==> src/rtl/sseg_pkg.sv <==
// Shared types and helpers for the multiplexed seven-segment scan driver.
package sseg_pkg;

    localparam logic [6:0] SEG_OFF = 7'h7F;

    typedef struct packed {
        logic [6:0] seg;
        logic       dp;
        logic       blank;
        logic       blink;
    } digit_t;

    function automatic int slice_of(input int dwell, input int bw);
        return dwell >> bw;
    endfunction

endpackage

==> src/rtl/sseg_scan_timer.sv <==
// Scan timing: PWM slices within a dwell, digit index, frame end and blink phase.
module sseg_scan_timer #(
    parameter int DIGITS       = 4,
    parameter int SLICE        = 4,
    parameter int BRIGHT_W     = 3,
    parameter int BLINK_FRAMES = 125,
    parameter int IDX_W        = $clog2(DIGITS)
) (
    input  logic                clk,
    input  logic                reset,
    output logic [IDX_W-1:0]    idx,
    output logic [BRIGHT_W-1:0] phase_cnt,
    output logic                frame_end,
    output logic                blink_ph
);

    localparam int SLICE_W = (SLICE > 1) ? $clog2(SLICE) : 1;
    localparam int BLINK_W = (BLINK_FRAMES > 1) ? $clog2(BLINK_FRAMES) : 1;
    localparam logic [SLICE_W-1:0]  SLICE_LAST = SLICE_W'(SLICE - 1);
    localparam logic [BLINK_W-1:0]  BLINK_LAST = BLINK_W'(BLINK_FRAMES - 1);
    localparam logic [IDX_W-1:0]    IDX_LAST   = IDX_W'(DIGITS - 1);

    logic [SLICE_W-1:0]  slice_cnt_r;
    logic [BRIGHT_W-1:0] phase_cnt_r;
    logic [IDX_W-1:0]    idx_r;
    logic [BLINK_W-1:0]  blink_cnt_r;
    logic                blink_ph_r;
    logic                slice_wrap_s;
    logic                dwell_end_s;
    logic                frame_end_s;
    logic                blink_wrap_s;

    // Wrap detection for the counter chain.
    always_comb begin
        slice_wrap_s = (slice_cnt_r == SLICE_LAST);
        dwell_end_s  = slice_wrap_s && (phase_cnt_r == {BRIGHT_W{1'b1}});
        frame_end_s  = dwell_end_s && (idx_r == IDX_LAST);
        blink_wrap_s = (blink_cnt_r == BLINK_LAST);
    end

    // Counter chain; the phase counter and digit index wrap on their natural width.
    always_ff @(posedge clk or posedge reset) begin
        if (reset) begin
            slice_cnt_r <= '0;
            phase_cnt_r <= '0;
            idx_r       <= '0;
            blink_cnt_r <= '0;
            blink_ph_r  <= 1'b0;
        end else begin
            slice_cnt_r <= slice_wrap_s ? '0 : slice_cnt_r + 1'b1;
            phase_cnt_r <= slice_wrap_s ? phase_cnt_r + 1'b1 : phase_cnt_r;
            idx_r       <= dwell_end_s ? idx_r + 1'b1 : idx_r;
            if (frame_end_s) begin
                blink_cnt_r <= blink_wrap_s ? '0 : blink_cnt_r + 1'b1;
                blink_ph_r  <= blink_wrap_s ? ~blink_ph_r : blink_ph_r;
            end else begin
                blink_cnt_r <= blink_cnt_r;
                blink_ph_r  <= blink_ph_r;
            end
        end
    end

    assign idx       = idx_r;
    assign phase_cnt = phase_cnt_r;
    assign frame_end = frame_end_s;
    assign blink_ph  = blink_ph_r;

endmodule

==> src/rtl/sseg_scan_driver.sv <==
// Multiplexed seven-segment driver with double-buffered digits, blank/blink,
// PWM brightness and a frame-start pulse.
module sseg_scan_driver
    import sseg_pkg::*;
#(
    parameter int NUM_DISPLAYS       = 2,
    parameter int DIGITS_PER_DISPLAY = 4,
    parameter int DWELL_CYCLES       = 100_000,
    parameter int BRIGHT_W           = 3,
    parameter int BLINK_FRAMES       = 125
) (
    input  logic                                        clk,
    input  logic                                        reset,
    input  logic                                        load,
    input  logic [NUM_DISPLAYS*DIGITS_PER_DISPLAY*7-1:0] seg_in,
    input  logic [NUM_DISPLAYS*DIGITS_PER_DISPLAY-1:0]   dp_in,
    input  logic [NUM_DISPLAYS*DIGITS_PER_DISPLAY-1:0]   blank_in,
    input  logic [NUM_DISPLAYS*DIGITS_PER_DISPLAY-1:0]   blink_in,
    input  logic [BRIGHT_W-1:0]                          brightness,
    output logic [NUM_DISPLAYS*DIGITS_PER_DISPLAY-1:0]   an_out,
    output logic [NUM_DISPLAYS*8-1:0]                    seg_out,
    output logic                                         frame_start
);

    localparam int ND    = NUM_DISPLAYS * DIGITS_PER_DISPLAY;
    localparam int SLICE = slice_of(DWELL_CYCLES, BRIGHT_W);
    localparam int IDX_W = $clog2(DIGITS_PER_DISPLAY);
    localparam digit_t DIGIT_RST = '{seg: SEG_OFF, dp: 1'b0, blank: 1'b1, blink: 1'b0};

    logic [IDX_W-1:0]    idx_s;
    logic [BRIGHT_W-1:0] phase_cnt_s;
    logic                frame_end_s;
    logic                blink_ph_s;
    logic                lit_s;

    digit_t [ND-1:0]     load_s;
    digit_t [ND-1:0]     shadow_r;
    digit_t [ND-1:0]     active_r;
    logic                pending_r;

    logic [ND-1:0]             an_s;
    logic [NUM_DISPLAYS*8-1:0] seg_s;
    logic [ND-1:0]             an_r;
    logic [NUM_DISPLAYS*8-1:0] seg_r;
    logic                      frame_start_r;

    sseg_scan_timer #(
        .DIGITS       (DIGITS_PER_DISPLAY),
        .SLICE        (SLICE),
        .BRIGHT_W     (BRIGHT_W),
        .BLINK_FRAMES (BLINK_FRAMES),
        .IDX_W        (IDX_W)
    ) u_timer (
        .clk       (clk),
        .reset     (reset),
        .idx       (idx_s),
        .phase_cnt (phase_cnt_s),
        .frame_end (frame_end_s),
        .blink_ph  (blink_ph_s)
    );

    // Pack the flat input buses into digit records.
    always_comb begin
        load_s = '0;
        for (int i = 0; i < ND; i++) begin
            load_s[i] = '{seg: seg_in[7*i +: 7], dp: dp_in[i], blank: blank_in[i], blink: blink_in[i]};
        end
    end

    // Shadow/active buffers; a load on the frame_end cycle lands one frame later.
    always_ff @(posedge clk or posedge reset) begin
        if (reset) begin
            shadow_r  <= {ND{DIGIT_RST}};
            active_r  <= {ND{DIGIT_RST}};
            pending_r <= 1'b0;
        end else begin
            shadow_r  <= load ? load_s : shadow_r;
            active_r  <= (frame_end_s && pending_r) ? shadow_r : active_r;
            if (load) begin
                pending_r <= 1'b1;
            end else if (frame_end_s) begin
                pending_r <= 1'b0;
            end else begin
                pending_r <= pending_r;
            end
        end
    end

    // Per-display output mux for the currently scanned anode.
    always_comb begin
        an_s  = '1;
        seg_s = '1;
        lit_s = (phase_cnt_s <= brightness);
        for (int k = 0; k < NUM_DISPLAYS; k++) begin
            if (lit_s && !active_r[k*DIGITS_PER_DISPLAY + int'(idx_s)].blank &&
                !(active_r[k*DIGITS_PER_DISPLAY + int'(idx_s)].blink && blink_ph_s)) begin
                an_s[k*DIGITS_PER_DISPLAY + int'(idx_s)] = 1'b0;
                seg_s[k*8 +: 8] = {~active_r[k*DIGITS_PER_DISPLAY + int'(idx_s)].dp,
                                   active_r[k*DIGITS_PER_DISPLAY + int'(idx_s)].seg};
            end else begin
                an_s[k*DIGITS_PER_DISPLAY + int'(idx_s)] = 1'b1;
                seg_s[k*8 +: 8] = 8'hFF;
            end
        end
    end

    // Output registers.
    always_ff @(posedge clk or posedge reset) begin
        if (reset) begin
            an_r          <= '1;
            seg_r         <= '1;
            frame_start_r <= 1'b0;
        end else begin
            an_r          <= an_s;
            seg_r         <= seg_s;
            frame_start_r <= frame_end_s;
        end
    end

    assign an_out      = an_r;
    assign seg_out     = seg_r;
    assign frame_start = frame_start_r;

endmodule

==> config.mk <==
export PLATFORM = sky130hd
export DESIGN_NAME = sseg_scan_driver
export DESIGN_NICKNAME = d
export VERILOG_FILES = /design/src/rtl/sseg_pkg.sv /design/src/rtl/sseg_scan_timer.sv /design/src/rtl/sseg_scan_driver.sv
export SDC_FILE = /design/constraint.sdc
export NUM_CORES = 1
export LEC_CHECK = 0
export CAP_MARGIN = 5
export CORE_ASPECT_RATIO = 1.5
export CORE_MARGIN = 2
export CORE_UTILIZATION = 45
export CTS_BUF_LIST = sky130_fd_sc_hd__clkbuf_4 sky130_fd_sc_hd__clkbuf_8 sky130_fd_sc_hd__clkbuf_16
export DETAILED_ROUTE_END_ITERATION = 16
export GPL_ROUTABILITY_DRIVEN = 0
export GPL_TIMING_DRIVEN = 0
export HOLD_SLACK_MARGIN = 0.03
export PLACE_DENSITY = 0.64
export SYNTH_ARGS = -nofsm -noshare
export SYNTH_HDL_FRONTEND = slang
export SYNTH_SLANG_ARGS = --single-unit
==> constraint.sdc <==
create_clock -name clk -period 9.3 [get_ports clk]
set_clock_uncertainty 0.1 [all_clocks]
set_input_delay 1.86 -clock clk [delete_from_list [all_inputs] [get_ports clk]]
set_output_delay 1.86 -clock clk [all_outputs]
set_load 0.01 [all_outputs]
==> results of run 1 <==
worst reg2reg max path: cells and delay by family, from the launching register on:
family                 cells  cell delay [ns]
buffers and inverters      2             1.15
flip-flops                 1             0.49
multiplexers               1             0.43
AO/OA/AOI/OAI              1             0.32
AND/OR/NAND/NOR            1             0.18
cells in the final DEF, fill, tap and decap left out, drive strengths merged:
cell type	count
clkinv	3
nand2b	2
and3	4
and4	3
nand4	7
bufinv	1
a21o	1
and2	2
ha	12
nand2	7
mux4	20
or4	2
o31ai	3
dfrtp	61
nand3b	8
nor2	7
nand4b	2
o21ai	10
nor2b	2
o21a	1
nand3	23
nand4bb	1
mux2i	1
xor2	6
inv	18
or3	3
clkdlybuf4s50	109
nor4	1
buf	13
dfstp	152
mux2	164
clkbuf	51
xnor2	7
a21oi	6
logic make-up after synthesis:
kind of cell / synth area share [%]
flops: 59.9
mux: 28.3
simple gates: 5.04
buf+inv: 2.57
compound gates: 1.28
xor+xnor: 1.24
fa+ha+maj: 1.63
where the power goes:
group	switching (mW)	internal (mW)
Combinational	0.0463	0.0708
Clock	0.347	0.546
Sequential	0.0212	0.989
Total	0.415	1.61
sequential cells by signal, summed over array words and instances (netlist names):
register,count
u_timer.blink_cnt_r,7
an_out,8
active_r,80
u_timer.idx,2
seg_out,16
u_timer.blink_ph,1
u_timer.phase_cnt,3
frame_start,1
u_timer.slice_cnt_r,14
pending_r,1
shadow_r,80
through the flow:
stage	instance area, um2	utilization, %
final	11400	56.4
after global routing	11400	56.4
after CTS	11400	56.4
after detailed placement	10700	52.6
after global placement	10600	52.5
after floorplan	9210	-
area by class of cell:
type	count	area (um2)	share of cell area, %
multi-input combinational	305	3450	30.2
clock inverter	4	48.8	0.427
buffer	28	169	1.48
timing repair buffer	110	1120	9.80
clock buffer	35	703	6.16
inverter	18	75.1	0.657
sequential	213	5520	48.3
tap	264	330	2.89
metal layers:
layer | vias to the layer above | global-route usage (%) | wire length (um) | part of all wire, %
met3 | 15 | 3.59 | 878 | 4.6
met1 | 2607 | 21.4 | 7490 | 39
met2 | 106 | 34.4 | 10400 | 55
met5 | - | 0 | 0 | 0
li1 | 2276 | - | - | -
met4 | 0 | 3.88 | 216 | 1.1
worst paths after layout:
kind	from	to	cells after the start
min reg2reg	u_timer.slice_cnt_r[0]	u_timer.slice_cnt_r[0]	1
max reg2reg	u_timer.idx[1]	seg_out[13]	5
max	brightness[1]	seg_out[1]	8
min	u_timer.slice_cnt_r[0]	u_timer.slice_cnt_r[0]	1
min in group asynchronous	reset	shadow_r[30]	2
max in group asynchronous	reset	active_r[43]	3
==> metrics.md, run 1 <==
| Metric | Value |
|---|---|
| Total gr overflow | 0 |
| Status | completed |
| Post-CTS Setup Inserts | 0 |
| Clock tree from TritonCTS | built |
| Detailed Place HPWL | 13,500 um |
| Post-Synthesis Net Count | ~660 |
| Period minus WS final | approximately 3.9 ns |
| Max Clk Rate | 0.253 GHz |
| Detail Route Antenna Nets | 0 |
| Type of the tightest min-delay check | register to register |
| Worst-path fanout max | 10 |
| Slew Viols, Final | 0 |
| Post-detailed-route DRC marker count | 0 |
| Total of max-cap violations | 0 |
| Required time at the endpoint of the critical path | 9.56 ns |
| Die Footprint | 0.0217 mm2 |
| Arrival time at the worst endpoint | about 4.2 ns |
| Vertical die dimension | ~180 um |
| Hold_buf cts | 0 |
| Maximum cell stage delay along the critical path | 0.59 ns |
| Family with the most delay on the worst path | buffers and inverters |
| Number of warnings printed during yosys synthesis | 0 |
| Top FF cell, synth | dfstp_2 |
| DR iter-0 viols | 290 |
| CTS max path bufs | 3 |
| Number of instances in the synthesized netlist | around 560 |
| Share of layout cells above drive strength 1 | around 55% |
| Number of detailed-route iterations in the first pass | 4 |
| Area overhead of the layout relative to synthesis | 24.0% |
| Slowest stage cell, crit path | clkbuf_1 |
| Post-synthesis async set-or-reset flop share | between 90% and 100% |
| Actual transition at the worst max-transition pin | between 0.8 and 0.9 ns |
| #FFs+latches synth | roughly 210 |
| Number of vias in the routed layout | 5,004 |
| Average detailed-routed wire length per instance | between 15 and 20 um |
| Leakage power | ~5 nW |
| Final net count | 796 |
| Initial cell density of the core | between 40% and 50% |
| Most frequent cells after synthesis | dfstp_2 (152), mux2_2 (84), mux2_4 (80) |
| Overall power after layout | roughly 2.0 mW |
| Number of vias per cell after detailed routing | approximately 5 |
| GRT Overall Usage | about 18% |
| Area leader, netlist | dfstp_2 |
| Netlist cell types | 37 |
| Period utilization | between 40 and 50% |
| Sequential area share after synthesis | approximately 60% |
| Setup Slack @ Placement | between 4 and 5 ns |
| Startpoint type of the worst setup path | input pin |
| Post-route setup TNS | 0 ns |
| Post-synthesis area per instance | 16.3 um2 |
| Latest clock arrival within the worst-skew pair | approximately 0.49 ns |
| Final worst slack | between 5 and 6 ns |
| Count of buffers from port buffering | around 110 |
| Ant. Diodes | 0 |
| Library cell with the highest instance count after synthesis | dfstp_2 |
| Number of placement rows | 64 |
| CP Class | input pin to register |
| Number of cells in the finished layout apart from fillers | just under 1,000 |
| Largest cells by area after synthesis | dfstp_2 (43%), dfrtp_1 (17%), mux2_4 (13%) |
| Normalized max-slew margin | between 40% and 50% |
| Nature of the critical path endpoint | register |
| Total placed cells including tap cells | 938 |
| Clock transition time at the flip-flop clock pins of the worst setup and hold paths | 0.06 ns |
| Worst-case register-to-register setup slack | roughly 6.5 ns |
| FILL cells | 1,592 |
| Post-synth top area share | a little over two fifths |
| Num CTS Buffers | 22 |
| Area of the core region | a little over 0.02 mm2 |
| Routed WL | between 15,000 and 20,000 um |
| Number of top-level pins | approximately 110 |
| Setup repair after global routing missed its margin | false |
| Number of hold-slack violations in the final timing report | 0 |
| CTS sink count | roughly 210 |
| Pin count of the biggest net entering global routing | between 100 and 150 |
| EDFF count, synth | 0 |
| Final setup vio count | 0 |
| Peak supply drop | 0.000123 V |
| Cell-by-cell listing of the critical path | clkdlybuf4s50_1, inv_1, ha_1, nor2b_1, o21a_1, o21ai_1, clkbuf_1, nand3_1 |
| Die Width | 121 um |
| Number of antenna violations at the first check in global routing | 0 |
| Buffer and inverter count on the worst path | 3 |
| PwrDens | about 180 mW/mm2 |
| H-tree level count | 1 |
| Cell area after technology mapping | between 0.009 and 0.01 mm2 |
| Vias in the first global route | approximately 5,700 |
| Worst hold margin | between 0.3 and 0.4 ns |
| Wire length of the first global-routing pass | just over 30,000 um |
| Resize count post-CTS | 0 |
| Clock root buffer | clkbuf_16 |
Note: power is estimated with default switching activity, not from simulation.
==> inputs of run 2 (changes only) <==
==> constraint.sdc (replaced) <==
create_clock -name clk -period 4 [get_ports clk]
set_clock_uncertainty 0.1 [all_clocks]
set_input_delay 0.8 -clock clk [delete_from_list [all_inputs] [get_ports clk]]
set_output_delay 0.8 -clock clk [all_outputs]
set_load 0.01 [all_outputs]
==> metrics.md, run 2 (synthesis results as in run 1) <==
| Metric | Value |
|---|---|
| Area of all sequential standard cells | 0.00552 mm2 |
| Startpoint type of the worst setup path | input pin |
| Total of max-cap violations | 0 |
| Clock root buffer | clkbuf_16 |
| Period utilization | about 71% |
| Number of cells in the finished layout apart from fillers | about 1,000 |
| Required time at the endpoint of the critical path | approximately 4.3 ns |
| DR iter-0 viols | between 200 and 250 |
| Worst-path fanout max | 10 |
| Overall power after layout | between 4 and 5 mW |
| Final setup vio count | 0 |
| Hold_buf cts | 0 |
| Latest clock arrival within the worst-skew pair | 0.49 ns |
| Ant. Diodes | 0 |
| CTS sink count | around 210 |
| Average detailed-routed wire length per instance | 19.1 um |
| Most common cell after layout, fill and taps aside | dfstp_2 |
| Internal portion of total power | between 3 and 4 mW |
| Pin count of the biggest net entering global routing | 48 |
| Actual transition at the worst max-transition pin | 0.775 ns |
| Number of hold-slack violations in the final timing report | 0 |
| Count of buffers from port buffering | around 110 |
| Total placed cells including tap cells | roughly 940 |
| Routed WL | roughly 19,000 um |
| Detailed Place HPWL | 13,600 um |
| Number of top-level pins | roughly 110 |
| Worst hold margin | approximately 0.40 ns |
| Worst-case register-to-register setup slack | 1.22 ns |
| Total gr overflow | 0 |
| Die Width | approximately 120 um |
| Clock power share | approximately 43% |
| Sequential Power Share | about 51% |
| Combined area of the multi-input logic cells | ~0.0035 mm2 |
| Number of placement rows | between 60 and 70 |
| Post-CTS Setup Inserts | 0 |
| Number of detailed-route iterations in the first pass | 4 |
| Switching part of the total power | just over 20% |
| Normalized max-slew margin | between 40% and 50% |
| Die Footprint | around 0.022 mm2 |
| Num CTS Buffers | 21 |
| Most frequent cells in the layout | dfstp_2 (152), clkdlybuf4s50_1 (109), mux2_2 (84) |
| GRT Overall Usage | a little under a fifth |
| Slew Viols, Final | 0 |
| Vias in the first global route | ~5,600 |
| Max Clk Rate | approximately 0.35 GHz |
| Clock transition time at the flip-flop clock pins of the worst setup and hold paths | 0.06 ns |
| Period minus WS final | approximately 2.9 ns |
| Status | completed |
| FILL cells | roughly 1,600 |
| Detail Route Antenna Nets | 0 |
| H-tree level count | 1 |
| Area overhead of the layout relative to synthesis | 24.4% |
| Vertical die dimension | approximately 180 um |
| Post-detailed-route DRC marker count | 0 |
| Number of vias per cell after detailed routing | 5.10 |
| Leakage power | slightly below 5 nW |
| Number of vias in the routed layout | approximately 5,000 |
| Combinational share of power | 6.0% |
| Area of the core region | about 0.020 mm2 |
| Number of antenna violations at the first check in global routing | 0 |
| Share of layout cells above drive strength 1 | between 50% and 60% |
| Post-route setup TNS | 0 ns |
| Final net count | approximately 800 |
| Arrival time at the worst endpoint | a little over 3 ns |
| Clock tree from TritonCTS | built |
| Final Util | around 57% |
| Setup repair after global routing missed its margin | false |
| Resize count post-CTS | 0 |
| Nature of the critical path endpoint | register |
| CTS max path bufs | 3 |
| PwrDens | around 400 mW/mm2 |
| Type of the tightest min-delay check | register to register |
| NetSw | approximately 0.94 mW |
| Initial cell density of the core | about 45% |
| Peak supply drop | 0.000427 V |
| Wire length of the first global-routing pass | between 30,000 and 40,000 um |
| CP Class | input pin to register |
## run 2: area by class of cell
type / instances / share of cell area, %
tap: 264 / 2.88
sequential: 213 / 48.2
buffer: 28 / 1.47
inverter: 18 / 0.622
timing repair buffer: 114 / 10.4
clock inverter: 3 / 0.349
clock buffer: 34 / 5.97
multi-input combinational: 305 / 30.1
## run 2: layer usage
layer / vias to the layer above / track usage (%) / share of wire (%) / wire [um]
met5: - / 0 / 0 / 0
met4: 0 / 4.07 / 1.3 / 250
met2: 109 / 33.9 / 55 / 10200
met1: 2579 / 21.3 / 39 / 7320
li1: 2285 / - / - / -
met3: 23 / 3.28 / 4.6 / 864
## run 2: power by group through the flow
stage | logic [mW] | registers, mW | clock network (mW)
floorplan | 0.141 | 2.37 | 0
global placement | 0.266 | 2.38 | 0
detailed placement | 0.288 | 2.38 | 0
CTS | 0.289 | 2.35 | 2.07
global route | 0.308 | 2.36 | 2.17
finish | 0.281 | 2.35 | 2.02
## run 2: through the flow
stage | setup WS (ns) | area, um2
floorplan | 0.454 | 9210
global placement | -0.932 | 10600
detailed placement | 0.634 | 10700
CTS | 1.13 | 11500
global route | 1.02 | 11500
finish | 1.14 | 11500
## run 2: path summary, 6_finish.rpt
path | start | depth (start not counted) | to
max | brightness[1] | 8 | seg_out[0]
min | u_timer.slice_cnt_r[0] | 1 | u_timer.slice_cnt_r[0]
max reg2reg | u_timer.idx[0] | 5 | seg_out[10]
min reg2reg | u_timer.slice_cnt_r[0] | 1 | u_timer.slice_cnt_r[0]
max in group asynchronous | reset | 5 | shadow_r[46]
min in group asynchronous | reset | 2 | shadow_r[12]
## run 2: critical path: stages
cell and delay, ns:
clkdlybuf4s50_1 0.45, inv_1 0.04, ha_1 0.29, nor2b_1 0.13, o21a_1 0.16, o21ai_1 0.43
clkbuf_1 0.57, nand3_1 0.23
==> inputs of run 3 (changes only) <==
--- a/config.mk
+++ b/config.mk
@@ -14,7 +14,7 @@
 export GPL_ROUTABILITY_DRIVEN = 0
 export GPL_TIMING_DRIVEN = 0
 export HOLD_SLACK_MARGIN = 0.03
-export PLACE_DENSITY = 0.64
+export PLACE_DENSITY = 0.66
 export SYNTH_ARGS = -nofsm -noshare
 export SYNTH_HDL_FRONTEND = slang
 export SYNTH_SLANG_ARGS = --single-unit
==> constraint.sdc (replaced) <==
create_clock -name clk -period 2.5 [get_ports clk]
set_clock_uncertainty 0.1 [all_clocks]
set_input_delay 0.5 -clock clk [delete_from_list [all_inputs] [get_ports clk]]
set_output_delay 0.5 -clock clk [all_outputs]
set_load 0.01 [all_outputs]
==> metrics.md, run 3 (synthesis results as in run 1) <==
| Metric | Value |
|---|---|
| Number of placement rows | 64 |
| Area of all sequential standard cells | 0.00552 mm2 |
| Number of top-level pins | around 110 |
| Average detailed-routed wire length per instance | roughly 19 um |
| Period utilization | approximately 94% |
| Die Footprint | 0.0217 mm2 |
| CTS max path bufs | 3 |
| Peak supply drop | 0.000509 V |
| Total of max-cap violations | 0 |
| Required time at the endpoint of the critical path | around 2.8 ns |
| GRT Overall Usage | 17.7% |
| Initial cell density of the core | a little under half |
| CP Class | register to register |
| Number of antenna violations at the first check in global routing | 0 |
| Slew Viols, Final | 0 |
| Setup repair after global routing missed its margin | false |
| Startpoint type of the worst setup path | register |
| Worst-path fanout max | 10 |
| Area of the core region | roughly 0.020 mm2 |
| Vertical die dimension | ~180 um |
| Number of detailed-route iterations in the first pass | 4 |
| Maximum cell stage delay along the critical path | between 0.5 and 0.6 ns |
| Total gr overflow | 0 |
| Period minus WS final | roughly 2.3 ns |
| Die Width | 121 um |
| H-tree level count | 1 |
| DR iter-0 viols | between 200 and 250 |
| Number of vias per cell after detailed routing | 5.10 |
| Clock transition time at the flip-flop clock pins of the worst setup and hold paths | around 0.07 ns |
| CTS sink count | between 200 and 250 |
| Buffer and inverter count on the worst path | 1 |
| Max Clk Rate | between 0.4 and 0.5 GHz |
| Ant. Diodes | 0 |
| Actual transition at the worst max-transition pin | roughly 0.75 ns |
| Clock root buffer | clkbuf_16 |
| Nature of the critical path endpoint | register |
| Status | completed |
| Most frequent cells in the layout | dfstp_2 (152), clkdlybuf4s50_1 (109), mux2_2 (84) |
| Normalized max-slew margin | between 40 and 50% |
| Final Util | 56.7% |
| Vias in the first global route | 5,624 |
| Detailed Place HPWL | ~13,000 um |
| Slowest stage cell, crit path | dfrtp_1 |
| PwrDens | approximately 650 mW/mm2 |
| Arrival time at the worst endpoint | ~2.6 ns |
| Wire length of the first global-routing pass | around 30,000 um |
| Latest clock arrival within the worst-skew pair | ~0.5 ns |
| Family with the most delay on the worst path | simple AND/OR/NAND/NOR gates |
| FILL cells | ~1,600 |
| Most common cell after layout, fill and taps aside | dfstp_2 |
| Number of hold-slack violations in the final timing report | 0 |
| Pin count of the biggest net entering global routing | between 40 and 50 |
| Clock tree from TritonCTS | built |
| Share of layout cells above drive strength 1 | between 50% and 60% |
| Area overhead of the layout relative to synthesis | 24.7% |
| Combined area of the multi-input logic cells | between 0.003 and 0.004 mm2 |
| Final setup vio count | 0 |
| Count of buffers from port buffering | 109 |
| Post-detailed-route DRC marker count | 0 |
| Num CTS Buffers | 21 |
| Number of vias in the routed layout | around 5,000 |
| Cell-by-cell listing of the critical path | ha_2, nand4b_1, or4_1, clkbuf_1, o21ai_0, o21ai_0 |
| Final net count | 802 |
| Routed WL | 18,400 um |
| CP most frequent cell | o21ai_0 |
| Type of the tightest min-delay check | input pin to asynchronous set/reset pin |
| Detail Route Antenna Nets | 0 |
| Leakage power | a little under 5 nW |
| Overall power after layout | around 7.5 mW |
run 3: path summary, 6_finish.rpt:
path | to | start | depth (start not counted) | slack, ns
worst max register to register | u_timer.blink_cnt_r[2] | u_timer.idx[1] | 6 | 0.16
worst min-delay path | active_r[10] | reset | 2 | 0.33
min in group clk | u_timer.slice_cnt_r[0] | u_timer.slice_cnt_r[0] | 1 | 0.39
worst min register to register | u_timer.slice_cnt_r[0] | u_timer.slice_cnt_r[0] | 1 | 0.39
max in group asynchronous | active_r[33] | reset | 5 | 0.80
worst max-delay path | u_timer.blink_cnt_r[2] | u_timer.idx[1] | 6 | 0.16
run 3: layer usage:
layer | global-route usage, % | routed length (um) | vias up
met4 | 4.60 | 347 | 0
met1 | 20.4 | 6980 | 2578
met2 | 33.4 | 10100 | 108
met5 | 0 | 0 | -
li1 | - | - | 2295
met3 | 3.47 | 994 | 28
run 3: what timing repair did:
item	CTS	global route
cloned	0	0
pin swaps	0	1
setup buffers	0	3
resized for setup	4	3
setup endpoints to repair	22	91
hold buffers	0	0
run 3: area by class of cell:
| cell class | instances | share of cell area [%] |
|---|---|---|
| Sequential cell | 213 | 48.1 |
| Multi-Input combinational cell | 305 | 30.1 |
| Timing Repair Buffer | 117 | 10.6 |
| Clock buffer | 31 | 5.50 |
| Tap cell | 264 | 2.88 |
| Buffer | 28 | 1.52 |
| Clock inverter | 6 | 0.730 |
| Inverter | 18 | 0.621 |
run 3: worst reg2reg max path, stage by stage (launching register included):
cell      delay (ns)
dfrtp_1         0.51
ha_2            0.36
nand4b_1        0.11
or4_1           0.47
clkbuf_1        0.26
o21ai_0         0.26
o21ai_0         0.13
run 3: power by group:
| part | internal [mW] | switching, mW |
|---|---|---|
| logic | 0.275 | 0.178 |
| clock network | 1.96 | 1.28 |
| registers | 3.68 | 0.0780 |
run 3: per-stage QoR:
step / setup TNS (ns) / hold WS, ns / worst slack (ns) / instance area, um2 / std cells
floorplan: -56.19 / 0.348 / -0.746 / 9210 / 564
global placement: -321.63 / 0.363 / -2.13 / 10600 / 937
detailed placement: -10.50 / 0.383 / -0.607 / 10700 / 942
CTS: 0 / 0.331 / 0.0489 / 11500 / 979
global route: 0 / 0.364 / 0.0127 / 11500 / 982
finish: 0 / 0.327 / 0.157 / 11500 / 982
